### src/rtl/fetch_pkg.sv
// Shared types and defaults for the instruction fetch controller and its buffer.
package fetch_pkg;

   localparam int unsigned XLEN                = 32;
   localparam logic [31:0] RESET_PC_DEFAULT    = 32'h0000_0000;
   localparam int unsigned FETCH_DEPTH_DEFAULT = 2;

   typedef enum logic {
      IDLE = 1'b0,
      RUN  = 1'b1
   } fetch_state_e;

   typedef struct packed {
      logic [XLEN-1:0] pc;
      logic [XLEN-1:0] inst;
   } fetch_entry_t;

endpackage

### src/rtl/fetch_fifo.sv
// Synchronous instruction buffer with flush; accepts a push while full when the
// head is popped in the same cycle.
module fetch_fifo
   import fetch_pkg::*;
#(
   parameter int unsigned DEPTH = FETCH_DEPTH_DEFAULT
) (
   input  logic         clk,
   input  logic         rst,
   input  logic         flush,
   input  logic         push,
   input  fetch_entry_t push_entry,
   input  logic         pop,
   output fetch_entry_t head_entry,
   output logic         not_empty,
   output logic         full
);

   localparam int unsigned PTR_W = (DEPTH > 1) ? $clog2(DEPTH) : 1;
   localparam int unsigned CNT_W = PTR_W + 1;

   fetch_entry_t     mem_q [DEPTH];
   logic [PTR_W-1:0] head_q, head_d;
   logic [PTR_W-1:0] tail_q, tail_d;
   logic [CNT_W-1:0] count_q, count_d;
   logic             push_ok;
   logic             pop_ok;

   assign not_empty  = (count_q != '0);
   assign full       = (count_q == CNT_W'(DEPTH));
   assign head_entry = mem_q[head_q];

   // Pointer/count update; flush wins over any push or pop in the same cycle.
   always_comb begin
      head_d  = head_q;
      tail_d  = tail_q;
      count_d = count_q;
      push_ok = 1'b0;
      pop_ok  = 1'b0;
      if (flush) begin
         head_d  = '0;
         tail_d  = '0;
         count_d = '0;
      end else begin
         pop_ok  = pop && not_empty;
         push_ok = push && (!full || pop_ok);
         if (push_ok) tail_d = tail_q + PTR_W'(1);
         if (pop_ok)  head_d = head_q + PTR_W'(1);
         count_d = count_q + CNT_W'(push_ok) - CNT_W'(pop_ok);
      end
   end

   always_ff @(posedge clk) begin
      if (rst) begin
         head_q  <= '0;
         tail_q  <= '0;
         count_q <= '0;
      end else begin
         head_q  <= head_d;
         tail_q  <= tail_d;
         count_q <= count_d;
      end
   end

   // Storage is intentionally not reset; validity is tracked by count_q.
   always_ff @(posedge clk) begin
      if (!rst && push_ok) mem_q[tail_q] <= push_entry;
   end

endmodule

### src/rtl/ifetch_ctrl.sv
// Instruction fetch controller: run/idle FSM, fetch PC with redirect, and a
// small buffer decoupling the ROM from the downstream consumer.
module ifetch_ctrl
   import fetch_pkg::*;
#(
   parameter logic [31:0] RESET_PC    = RESET_PC_DEFAULT,
   parameter int unsigned FETCH_DEPTH = FETCH_DEPTH_DEFAULT
) (
   input  logic        clk,
   input  logic        rst,
   input  logic        en,
   input  logic        redirect_valid,
   input  logic [31:0] redirect_pc,
   output logic [31:0] rom_adr,
   input  logic [31:0] rom_inst,
   output logic        inst_valid,
   input  logic        inst_ready,
   output logic [31:0] inst,
   output logic [31:0] inst_pc
);

   fetch_state_e state_q, state_d;
   logic [31:0]  fetch_pc_q, fetch_pc_d;
   logic         push;
   logic         pop;
   logic         fifo_full;
   logic         fifo_valid;
   fetch_entry_t push_entry;
   fetch_entry_t head_entry;

   assign rom_adr    = fetch_pc_q;
   assign inst_valid = fifo_valid;
   assign inst       = head_entry.inst;
   assign inst_pc    = head_entry.pc;

   assign pop  = fifo_valid && inst_ready;
   assign push = (state_q == RUN) && !redirect_valid && (!fifo_full || pop);

   always_comb begin
      push_entry      = '0;
      push_entry.pc   = fetch_pc_q;
      push_entry.inst = rom_inst;
   end

   // Next state and fetch PC; redirect leaves the state alone and suppresses the push.
   always_comb begin
      state_d    = state_q;
      fetch_pc_d = fetch_pc_q;
      case (state_q)
         IDLE:    if (en)  state_d = RUN;
         RUN:     if (!en) state_d = IDLE;
         default: state_d = IDLE;
      endcase
      if (redirect_valid) begin
         fetch_pc_d = redirect_pc & 32'hFFFF_FFFC;
      end else if (push) begin
         fetch_pc_d = fetch_pc_q + 32'd4;
      end
   end

   always_ff @(posedge clk) begin
      if (rst) begin
         state_q    <= IDLE;
         fetch_pc_q <= RESET_PC;
      end else begin
         state_q    <= state_d;
         fetch_pc_q <= fetch_pc_d;
      end
   end

   fetch_fifo #(
      .DEPTH (FETCH_DEPTH)
   ) u_fifo (
      .clk        (clk),
      .rst        (rst),
      .flush      (redirect_valid),
      .push       (push),
      .push_entry (push_entry),
      .pop        (pop),
      .head_entry (head_entry),
      .not_empty  (fifo_valid),
      .full       (fifo_full)
   );

endmodule

### config.mk
export PLATFORM = sky130hd
export DESIGN_NAME = ifetch_ctrl
export DESIGN_NICKNAME = d
export VERILOG_FILES = /design/src/rtl/fetch_pkg.sv /design/src/rtl/fetch_fifo.sv /design/src/rtl/ifetch_ctrl.sv
export SDC_FILE = /design/constraint.sdc
export NUM_CORES = 1
export LEC_CHECK = 0
export ABC_AREA = 1
export BUFFER_PORTS_ARGS = -buffer_cell sky130_fd_sc_hd__buf_2
export CORE_AREA = 4 4 130 132
export CTS_BUF_LIST = sky130_fd_sc_hd__clkbuf_4 sky130_fd_sc_hd__clkbuf_8
export DETAILED_ROUTE_END_ITERATION = 10
export DIE_AREA = 0 0 134 136
export HOLD_SLACK_MARGIN = 0.05
export PLACE_DENSITY = 0.65
export SLEW_MARGIN = 20
export SYNTH_ARGS = -nofsm -noshare
export SYNTH_HDL_FRONTEND = slang
export SYNTH_SLANG_ARGS = --single-unit
### constraint.sdc
create_clock -name clk -period 13.22 [get_ports clk]
set_input_delay 0.661 -clock clk [delete_from_list [all_inputs] [get_ports clk]]
set_output_delay 0.661 -clock clk [all_outputs]
set_load 0.05 [all_outputs]
==> metrics.txt, run 1 <==
Synth warnings 0; Yosys cell types 31; vias after detailed routing 4868; Post-CTS Hold Fix Bufs 0; Root Driver clkbuf_8; full die area 18200 um2; Max Cap Viol 0; Post-Synthesis Cells 606; Critical Path Sink Type output port; unrepaired setup endpoints after global routing no; max incr delay on CP between 0.7 and 0.8 ns; vias in the first global route just over 5000; CTS Sinks 160; DP Worst Slack 10.58 ns; vias per inst 4.87; worst path required time 12.56 ns; Tmin final roughly 3.1 ns; Inst Count DP 968; insertion delay to the later sink of the worst-skew pair around 0.44 ns; Residual DRC 0; Layout area overhead 20.5%; final total negative setup slack 0 ns; Syn Area/Cell 11.5 um2; input/output buffers approximately 160; CP max-delay cell dfxtp_2; pin count of the biggest net entering global routing 47; final WL 16.0 mm; num rows 46; critical path class flip-flop to output port; crit path max fanout 36; CTS Buffer Depth 2; Finish-stage setup viols 0; PwrDens 123 nW/um2; commonest non-fill, non-tap cells in the layout 159 x buf_2, 124 x edfxtp_1, 113 x nand2_1, 66 x inv_1, 62 x mux2_2; placer congestion estimate between 0.8 and 0.9; Worst Hold Class input port to flip-flop; sequential-to-total area share from yosys stat 0.639; Critical Path Start Type flip-flop; Max Clock Skew around 0.011 ns; # fillers 1392; Ports between 150 and 200; Nets roughly 840; WHS 0.404 ns; total area of sequential cells about 4400 um2; Post-Layout Cell Count 1000; first-pass GRT wire length between 20 and 30 mm; initial antenna violation count 0; grt total ovfl 0; Slew Viols, Final 0; Leak approximately 0.0032 uW; outcome finished, final reports clean; Max Clk Rate about 320 MHz; final setup margin about 10 ns; routed wire length per instance 16.0 um; DPL Wire Length roughly 11 mm; Rel. slew slack 0.548; Antenna Nets Post-Route 0; Die H between 100 and 150 um; post-CTS sizing 0; Antenna Cells 0; synthesized cell area around 7000 um2; area of the multi-input gates 2150 um2; total global-route track usage 0.179; register bit total from synthesis 160; final period utilization 0.233; Worst Path Arrival 2.42 ns; CTS Buf Count 17; core area approximately 16000 um2; Initial Util 0.442; final hold violation count 0; layout cells sized above 1 0.372; crit-path cells buf_4 -> mux2_2 -> buf_2; peak supply drop roughly 57 uV; H-tree Lvls 4; # Post-CTS Setup Buffers 0; First-pass DRT Iterations 4; Iter 0 DRT Violations between 300 and 400; TritonCTS clock tree yes; Clock Pin Slew Worst Setup and Hold Paths approximately 0.080 ns; Die X around 130 um; worst slew pin tran about 0.68 ns; commonest non-fill, non-tap cell in the layout buf_2
-- through the flow --
step / utilization / power [uW] / cell area, um2
floorplan: - / 640 / 6960
global placement: 0.507 / 669 / 7970
detailed placement: 0.507 / 672 / 7970
CTS: 0.533 / 1040 / 8380
global route: 0.533 / 1070 / 8380
finish: 0.533 / 1030 / 8380
-- path summary, 6_finish.rpt --
path	end	slack, ns	cells past startpoint	start
setup reg to reg	u_fifo.count_q[1]	11.28	8	u_fifo.count_q[0]
setup / recovery	inst_pc[4]	10.14	3	flip-flop
hold / removal	u_fifo.mem_q[1][20]	0.40	1	rom_inst[20]
hold reg to reg	flip-flop	0.46	1	u_fifo.head_q
-- registers in the layout, summed over array words and instances (netlist names), named ones only --
name and flops:
rom_adr 30, state_q 1, u_fifo.count_q 2, u_fifo.head_q 1, u_fifo.mem_q 124, u_fifo.tail_q 1
-- worst max-delay path, delay by kind of cell (launching register included) --
| kind | cells | cell delay, ns |
|---|---|---|
| flops | 1 | 0.76 |
| buf+inv | 2 | 0.76 |
| mux | 1 | 0.40 |
-- per-layer routing --
metal	part of all wire	global-route usage	vias to the layer above
met5	0	0	-
met1	0.44	0.224	2302
met4	0.015	0.0594	0
met2	0.49	0.302	150
li1	-	-	2397
met3	0.057	0.0496	19
-- cells by family (layout without fill, tap and decap cells) --
kind of cell             after synthesis  after routing  share of synthesized area
adder cells (fa/ha/maj)                3              3                    0.00540
AND/OR/NAND/NOR                      220            220                      0.146
AO/OA/AOI/OAI                         65             65                     0.0491
other                                  1              4                   0.000539
XOR/XNOR                               4              4                    0.00504
flip-flops                           160            160                      0.639
multiplexers                          62             62                      0.100
buffers and inverters                 91            266                     0.0545
-- layout make-up --
class,instances,area share
flip-flops and latches,160,0.531
multi-input cells,358,0.257
repair buffers,165,0.100
well taps,216,0.0323
inverters,69,0.0309
clock buffers,19,0.0297
clock inverters,13,0.0193
-- cells in the mapped netlist --
| cell | n | area, um2 |
|---|---|---|
| conb_1 | 1 | 3.75 |
| a21oi_1 | 25 | 125 |
| dfxtp_1 | 36 | 721 |
| nand4_1 | 1 | 6.26 |
| edfxtp_1 | 124 | 3720 |
| or2_2 | 3 | 18.8 |
| nand3_1 | 41 | 205 |
| nand2_1 | 113 | 424 |
| clkbuf_1 | 7 | 26.3 |
| nand2_2 | 9 | 56.3 |
| inv_2 | 3 | 11.3 |
| nand2_4 | 2 | 22.5 |
| mux2_2 | 62 | 698 |
| buf_6 | 1 | 11.3 |
| inv_1 | 66 | 248 |
| nor2_4 | 8 | 90.1 |
| xor2_1 | 2 | 17.5 |
| nand3_2 | 1 | 10.0 |
| nor3_1 | 2 | 10.0 |
| o211ai_1 | 2 | 15.0 |
| nor2_1 | 33 | 124 |
| xnor2_1 | 2 | 17.5 |
| ha_1 | 3 | 37.5 |
| o21ai_0 | 31 | 155 |
| nand3b_1 | 1 | 7.51 |
| and2_1 | 1 | 6.26 |
| nor2_2 | 5 | 31.3 |
| o221ai_1 | 1 | 8.76 |
| a31oi_1 | 6 | 37.5 |
| buf_4 | 5 | 37.5 |
| buf_2 | 9 | 45.0 |
-- power by group --
group          leakage [uW]  internal (uW)  switching (uW)
clock network      0.000201            191             180
registers           0.00142            551            12.6
logic               0.00160           26.2            69.4
No activity file was read; power rests on OpenSTA's default activity.
==> run 2: changes to the inputs <==
--- a/config.mk
+++ b/config.mk
@@ -12,7 +12,7 @@
 export DETAILED_ROUTE_END_ITERATION = 10
 export DIE_AREA = 0 0 134 136
 export HOLD_SLACK_MARGIN = 0.05
-export PLACE_DENSITY = 0.65
+export PLACE_DENSITY = 0.67
 export SLEW_MARGIN = 20
 export SYNTH_ARGS = -nofsm -noshare
 export SYNTH_HDL_FRONTEND = slang
==> constraint.sdc (replaced) <==
create_clock -name clk -period 2.5 [get_ports clk]
set_input_delay 0.125 -clock clk [delete_from_list [all_inputs] [get_ports clk]]
set_output_delay 0.125 -clock clk [all_outputs]
set_load 0.05 [all_outputs]
==> metrics.txt, run 2 (synthesis gave the netlist of run 1 again) <==
Ports 166 (unchanged); H-tree Lvls 4 (unchanged); core area 15700 um2 (unchanged); Max Clk Rate about 460 MHz; total global-route track usage 0.181 (+0.00167); Iter 0 DRT Violations 258 (-20%); Initial Util 0.442 (unchanged); insertion delay to the later sink of the worst-skew pair 0.45 ns (about the same); Final Core Density 0.581 (+0.0479); CTS Buf Count 17 (unchanged); TritonCTS clock tree yes; CTS Buffer Depth 2 (unchanged); First-pass DRT Iterations 5 (+1); peak supply drop 302 uV (+430%); Antenna Cells 0 (unchanged); grt total ovfl 0 (unchanged); post-CTS sizing 0 (unchanged); CTS Sinks 160 (unchanged); full die area 18200 um2 (unchanged); Die H 136 um (unchanged); final hold violation count 0 (unchanged); total area of sequential cells 4450 um2 (unchanged); outcome finished, final reports clean; final WL 16.3 mm (+2.0%); area of the multi-input gates 2170 um2 (+1.2%); met3 Use GR 0.0403 (-0.00925); first-pass GRT wire length 25.9 mm (+1.7%); initial antenna violation count 0 (unchanged); unrepaired setup endpoints after global routing no; critical path class flip-flop to output port; pin count of the biggest net entering global routing 45 (-4.3%); Critical Path Start Type flip-flop; Die X 134 um (unchanged); M1 GR Usage 0.222 (-0.00153); PwrDens 620 nW/um2 (+400%); Root Driver clkbuf_8; Finish-stage setup viols 0 (unchanged); WHS 0.210 ns (-0.194 ns); Final Total Pwr 5660 uW (+450%); placer congestion estimate 0.815 (-8.0%); Residual DRC 0 (unchanged); commonest non-fill, non-tap cells in the layout 159 x buf_2, 124 x edfxtp_1, 113 x nand2_1, 66 x inv_1, 65 x dlygate4sd3_1; r2r worst-path depth 9 (+1); busiest grt layer met2; max reg flops 124 (unchanged); Slew Viols, Final 0 (unchanged); worst path required time 2.38 ns (-10.18 ns); Clock Pin Slew Worst Setup and Hold Paths 0.09 ns (about the same); final period utilization 0.871; Max Clock Skew 0.0107 ns (-0.000201 ns); Nets 908 (+7.7%); vias per inst 4.82 (-1.0%); Cells on Worst Hold Path 2 (+1); largest reg by FF count u_fifo.mem_q; Max Cap Viol 0 (unchanged); Worst Path Arrival 2.05 ns (-0.37 ns); vias after detailed routing 5130 (+5.4%); input/output buffers 159 (unchanged); Rel. slew slack 0.518 (-0.0306); Leak 0.00354 uW (+9.5%); Worst Hold Class input port to flip-flop; met2 usage 0.315 (+0.0124); crit path max fanout 44 (+22%); routed wire length per instance 15.3 um (-4.2%); Tmin final ~2.2 ns; vias in the first global route 5299 (+4.0%); Critical Path Sink Type output port; layout cells sized above 1 0.345 (-0.0273); Post-CTS Hold Fix Bufs 65 (+65); worst slew pin tran 0.723 ns (+0.0459 ns); DPL Wire Length 10.9 mm (-1.4%); num rows 46 (unchanged); commonest non-fill, non-tap cell in the layout buf_2; # fillers 1296 (-6.9%); # Post-CTS Setup Buffers 0 (unchanged); Layout area overhead 31.3%; Antenna Nets Post-Route 0 (unchanged)
## run 2: cell types whose count changed in the layout (fill, tap and decap cells not counted), moves of 2 or more
cell           delta
dlygate4sd3_1    +65
buf_12            +3
buf_4             -3
clkbuf_8          +2
nor3_2            -2
nor3_4            +2
## run 2: metrics by stage
step / setup TNS, ns / instance area [um2] / std cells / setup WS [ns]
final: 0 / 9130 / 1065 / 0.323
after global routing: 0 / 9130 / 1065 / 0.198
after CTS: 0 / 9130 / 1065 / 0.241
after detailed placement: 0 / 8030 / 968 / 0.632
after global placement: 0 / 8030 / 968 / 0.675
after floorplan: -3.20 / 7000 / 609 / -0.0517
## run 2: cell type report
cell class | count | share of cell area
Multi-Input combinational cell | 358 | 0.238
Timing Repair Buffer | 230 | 0.167
Inverter | 69 | 0.0284
Clock inverter | 12 | 0.0199
Clock buffer | 20 | 0.0295
Sequential cell | 160 | 0.487
Tap cell | 216 | 0.0296
## run 2: final timing paths
kind	startpoint	to	slack, ns
worst max-delay path	flip-flop	inst_pc[2]	0.32
worst min-delay path	rst	rom_adr[7]	0.21
worst max register to register	u_fifo.count_q[1]	u_fifo.count_q[1]	0.59
worst min register to register	u_fifo.head_q	flip-flop	0.47
## run 2: routing by layer
| layer | wire length, um | vias to the layer above |
|---|---|---|
| met5 | 0 | - |
| met4 | 223 | 0 |
| li1 | - | 2524 |
| met1 | 7090 | 2415 |
| met2 | 8070 | 172 |
| met3 | 903 | 19 |
## run 2: critical path, cell delays in order (launching register included)
cell and delay [ns]:
dfxtp_2 0.65, buf_12 0.32, mux2_2 0.38, buf_2 0.21
## run 2: power by group
part	total, uW	switching (uW)	leakage (uW)	internal [uW]
Combinational	590	382	0.00189	208
Sequential	2980	66.8	0.00142	2920
Clock	2090	931	0.000222	1160
==> run 3: changes to the inputs <==
--- a/config.mk
+++ b/config.mk
@@ -9,10 +9,11 @@
 export BUFFER_PORTS_ARGS = -buffer_cell sky130_fd_sc_hd__buf_2
 export CORE_AREA = 4 4 130 132
 export CTS_BUF_LIST = sky130_fd_sc_hd__clkbuf_4 sky130_fd_sc_hd__clkbuf_8
+export CTS_CLUSTER_DIAMETER = 80
 export DETAILED_ROUTE_END_ITERATION = 10
 export DIE_AREA = 0 0 134 136
 export HOLD_SLACK_MARGIN = 0.05
-export PLACE_DENSITY = 0.67
+export PLACE_DENSITY = 0.74
 export SLEW_MARGIN = 20
 export SYNTH_ARGS = -nofsm -noshare
 export SYNTH_HDL_FRONTEND = slang
==> metrics.txt, run 3 (synthesis gave the netlist of run 1 again) <==
unrepaired setup endpoints after global routing no; Ports 166 (unchanged); crit-path cells or2_2 -> nand2_1 -> inv_1 -> ha_1 -> inv_1 -> ha_1 -> xnor2_1 -> or2_2 -> a21oi_1; placer congestion estimate 0.877 (+7.6%); hold path startpoint redirect_pc[21]; Worst Hold Class input port to flip-flop; CP max-delay cell dfxtp_1; Critical Path Start Type flip-flop; layout cells sized above 1 0.348 (+0.00241); total global-route track usage 0.178 (-0.00308); WHS 0.0858 ns (-0.124 ns); vias per inst 4.73 (-1.8%); largest reg by FF count u_fifo.mem_q; max incr delay on CP 0.35 ns (-0.30 ns); core area 15700 um2 (unchanged); CTS Buffer Depth 2 (unchanged); Die X 134 um (unchanged); final period utilization 0.756 (-0.114); Cells on Worst Hold Path 5 (+3); Critical R2R Capture u_fifo.count_q[1]; max reg flops 124 (unchanged); input/output buffers 159 (unchanged); Die H 136 um (unchanged); DPL Wire Length 10.6 mm (-2.2%); Residual DRC 0 (unchanged); Critical Path Sink Type flip-flop; TritonCTS clock tree yes; Nets 905 (-0.33%); Rel. slew slack 0.530 (+0.0125); Tmin final 1.89 ns (-0.286 ns); Worst Path Arrival 2.27 ns (+0.22 ns); Max Clock Skew 0.00977 ns (-0.000967 ns); Initial Util 0.442 (unchanged); insertion delay to the later sink of the worst-skew pair 0.44 ns (about the same); Antenna Cells 0 (unchanged); final total negative setup slack 0 ns (unchanged); Layout area overhead 30.6%; worst slew pin tran 0.705 ns (-0.0187 ns); Slew Viols, Final 0 (unchanged); met3 Use GR 0.0437 (+0.00333); First-pass DRT Iterations 4 (-1); first-pass GRT wire length 25.3 mm (-2.3%); Clock Pin Slew Worst Setup and Hold Paths 0.08 ns (about the same); Leak 0.00353 uW (-0.25%); critical path class flip-flop to flip-flop; full die area 18200 um2 (unchanged); vias after detailed routing 5021 (-2.1%); grt total ovfl 0 (unchanged); num rows 46 (unchanged); Iter 0 DRT Violations 301 (+17%); H-tree Lvls 4 (unchanged); Max Cap Viol 0 (unchanged); pin count of the biggest net entering global routing 63 (+40%); commonest non-fill, non-tap cell in the layout buf_2; final WL 16.1 mm (-1.3%); Max Clk Rate 529 MHz (+15%); CTS Buf Count 17 (unchanged); Antenna Nets Post-Route 0 (unchanged); Finish-stage setup viols 0 (unchanged); r2r worst-path depth 9 (unchanged); worst path required time 2.88 ns (+0.50 ns); M1 GR Usage 0.222 (about the same); R2R Setup Slk 0.61 ns (+0.02 ns); Root Driver clkbuf_8; RR Startpoint u_fifo.count_q[1]; vias in the first global route 5036 (-5.0%); PwrDens 630 nW/um2 (+1.6%); busiest grt layer met2; commonest non-fill, non-tap cells in the layout 159 x buf_2, 124 x edfxtp_1, 113 x nand2_1, 66 x inv_1, 62 x mux2_2; outcome finished, final reports clean; met2 usage 0.308 (-0.00646); crit path max fanout 4 (-91%); Hold Path End rom_adr[21]; peak supply drop 280 uV (-7.3%); initial antenna violation count 0 (unchanged); CTS Sinks 160 (unchanged); final hold violation count 0 (unchanged); routed wire length per instance 15.1 um (-1.0%)
[run 3: worst max-delay path, delay by kind of cell, from the launching register on]
kind / cells / cell delay (ns)
AOI/OAI and AO/OA: 1 / 0.12
and+or+nand+nor: 3 / 0.65
xor gates and xnor gates: 1 / 0.14
adders and majority gates: 2 / 0.47
DFF: 1 / 0.35
buffers and inverters: 2 / 0.10
[run 3: report_power, final]
part           switching, uW  internal [uW]  leakage, uW
Combinational            380            203      0.00187
Sequential              65.6           2920      0.00142
Clock                    942           1220     0.000230
[run 3: stage by stage]
stage | area, um2 | util | cells | setup slack (ns) | total power, uW
2_1_floorplan | 7000 | - | 609 | -0.0517 | 3390
3_3_place_gp | 8010 | 0.510 | 969 | 0.675 | 3540
6_report | 9080 | 0.578 | 1062 | 0.609 | 5720
4_1_cts | 9080 | 0.578 | 1062 | 0.591 | 5780
3_5_place_dp | 8010 | 0.510 | 969 | 0.627 | 3550
5_1_grt | 9080 | 0.578 | 1062 | 0.471 | 5950
[run 3: worst max-delay path by stage]
stage | from | end | slack (ns) | cells after the start
finish | u_fifo.count_q[1] | u_fifo.count_q[1] | 0.61 | 9
global route | u_fifo.count_q[1] | u_fifo.count_q[1] | 0.47 | 9
CTS | flip-flop | inst[20] | 0.59 | 3
detailed placement | u_fifo.count_q[1] | u_fifo.count_q[1] | 0.63 | 9
global placement | u_fifo.count_q[1] | u_fifo.count_q[1] | 0.67 | 9
floorplan | u_fifo.count_q[0] | u_fifo.mem_q[0][0] | -0.05 | 4
[run 3: cell type report]
| class | count | area, um2 |
|---|---|---|
| clock buffers | 19 | 249 |
| clock inverters | 13 | 209 |
| fillers | 1313 | 6630 |
| inverters | 69 | 259 |
| multi-input cells | 358 | 2170 |
| flip-flops and latches | 160 | 4450 |
| well taps | 216 | 270 |
| repair buffers | 227 | 1470 |
[run 3: metal layers]
layer  wire length, um  part of all wire
met3               727             0.045
met4               202             0.013
met5                 0                 0
met2              8080              0.50
met1              7070              0.44
[run 3: what timing repair did]
item,CTS,global route
hold endpoints to repair,94,0
resized for setup,0,0
hold buffers,61,0
buffers inserted,0,0
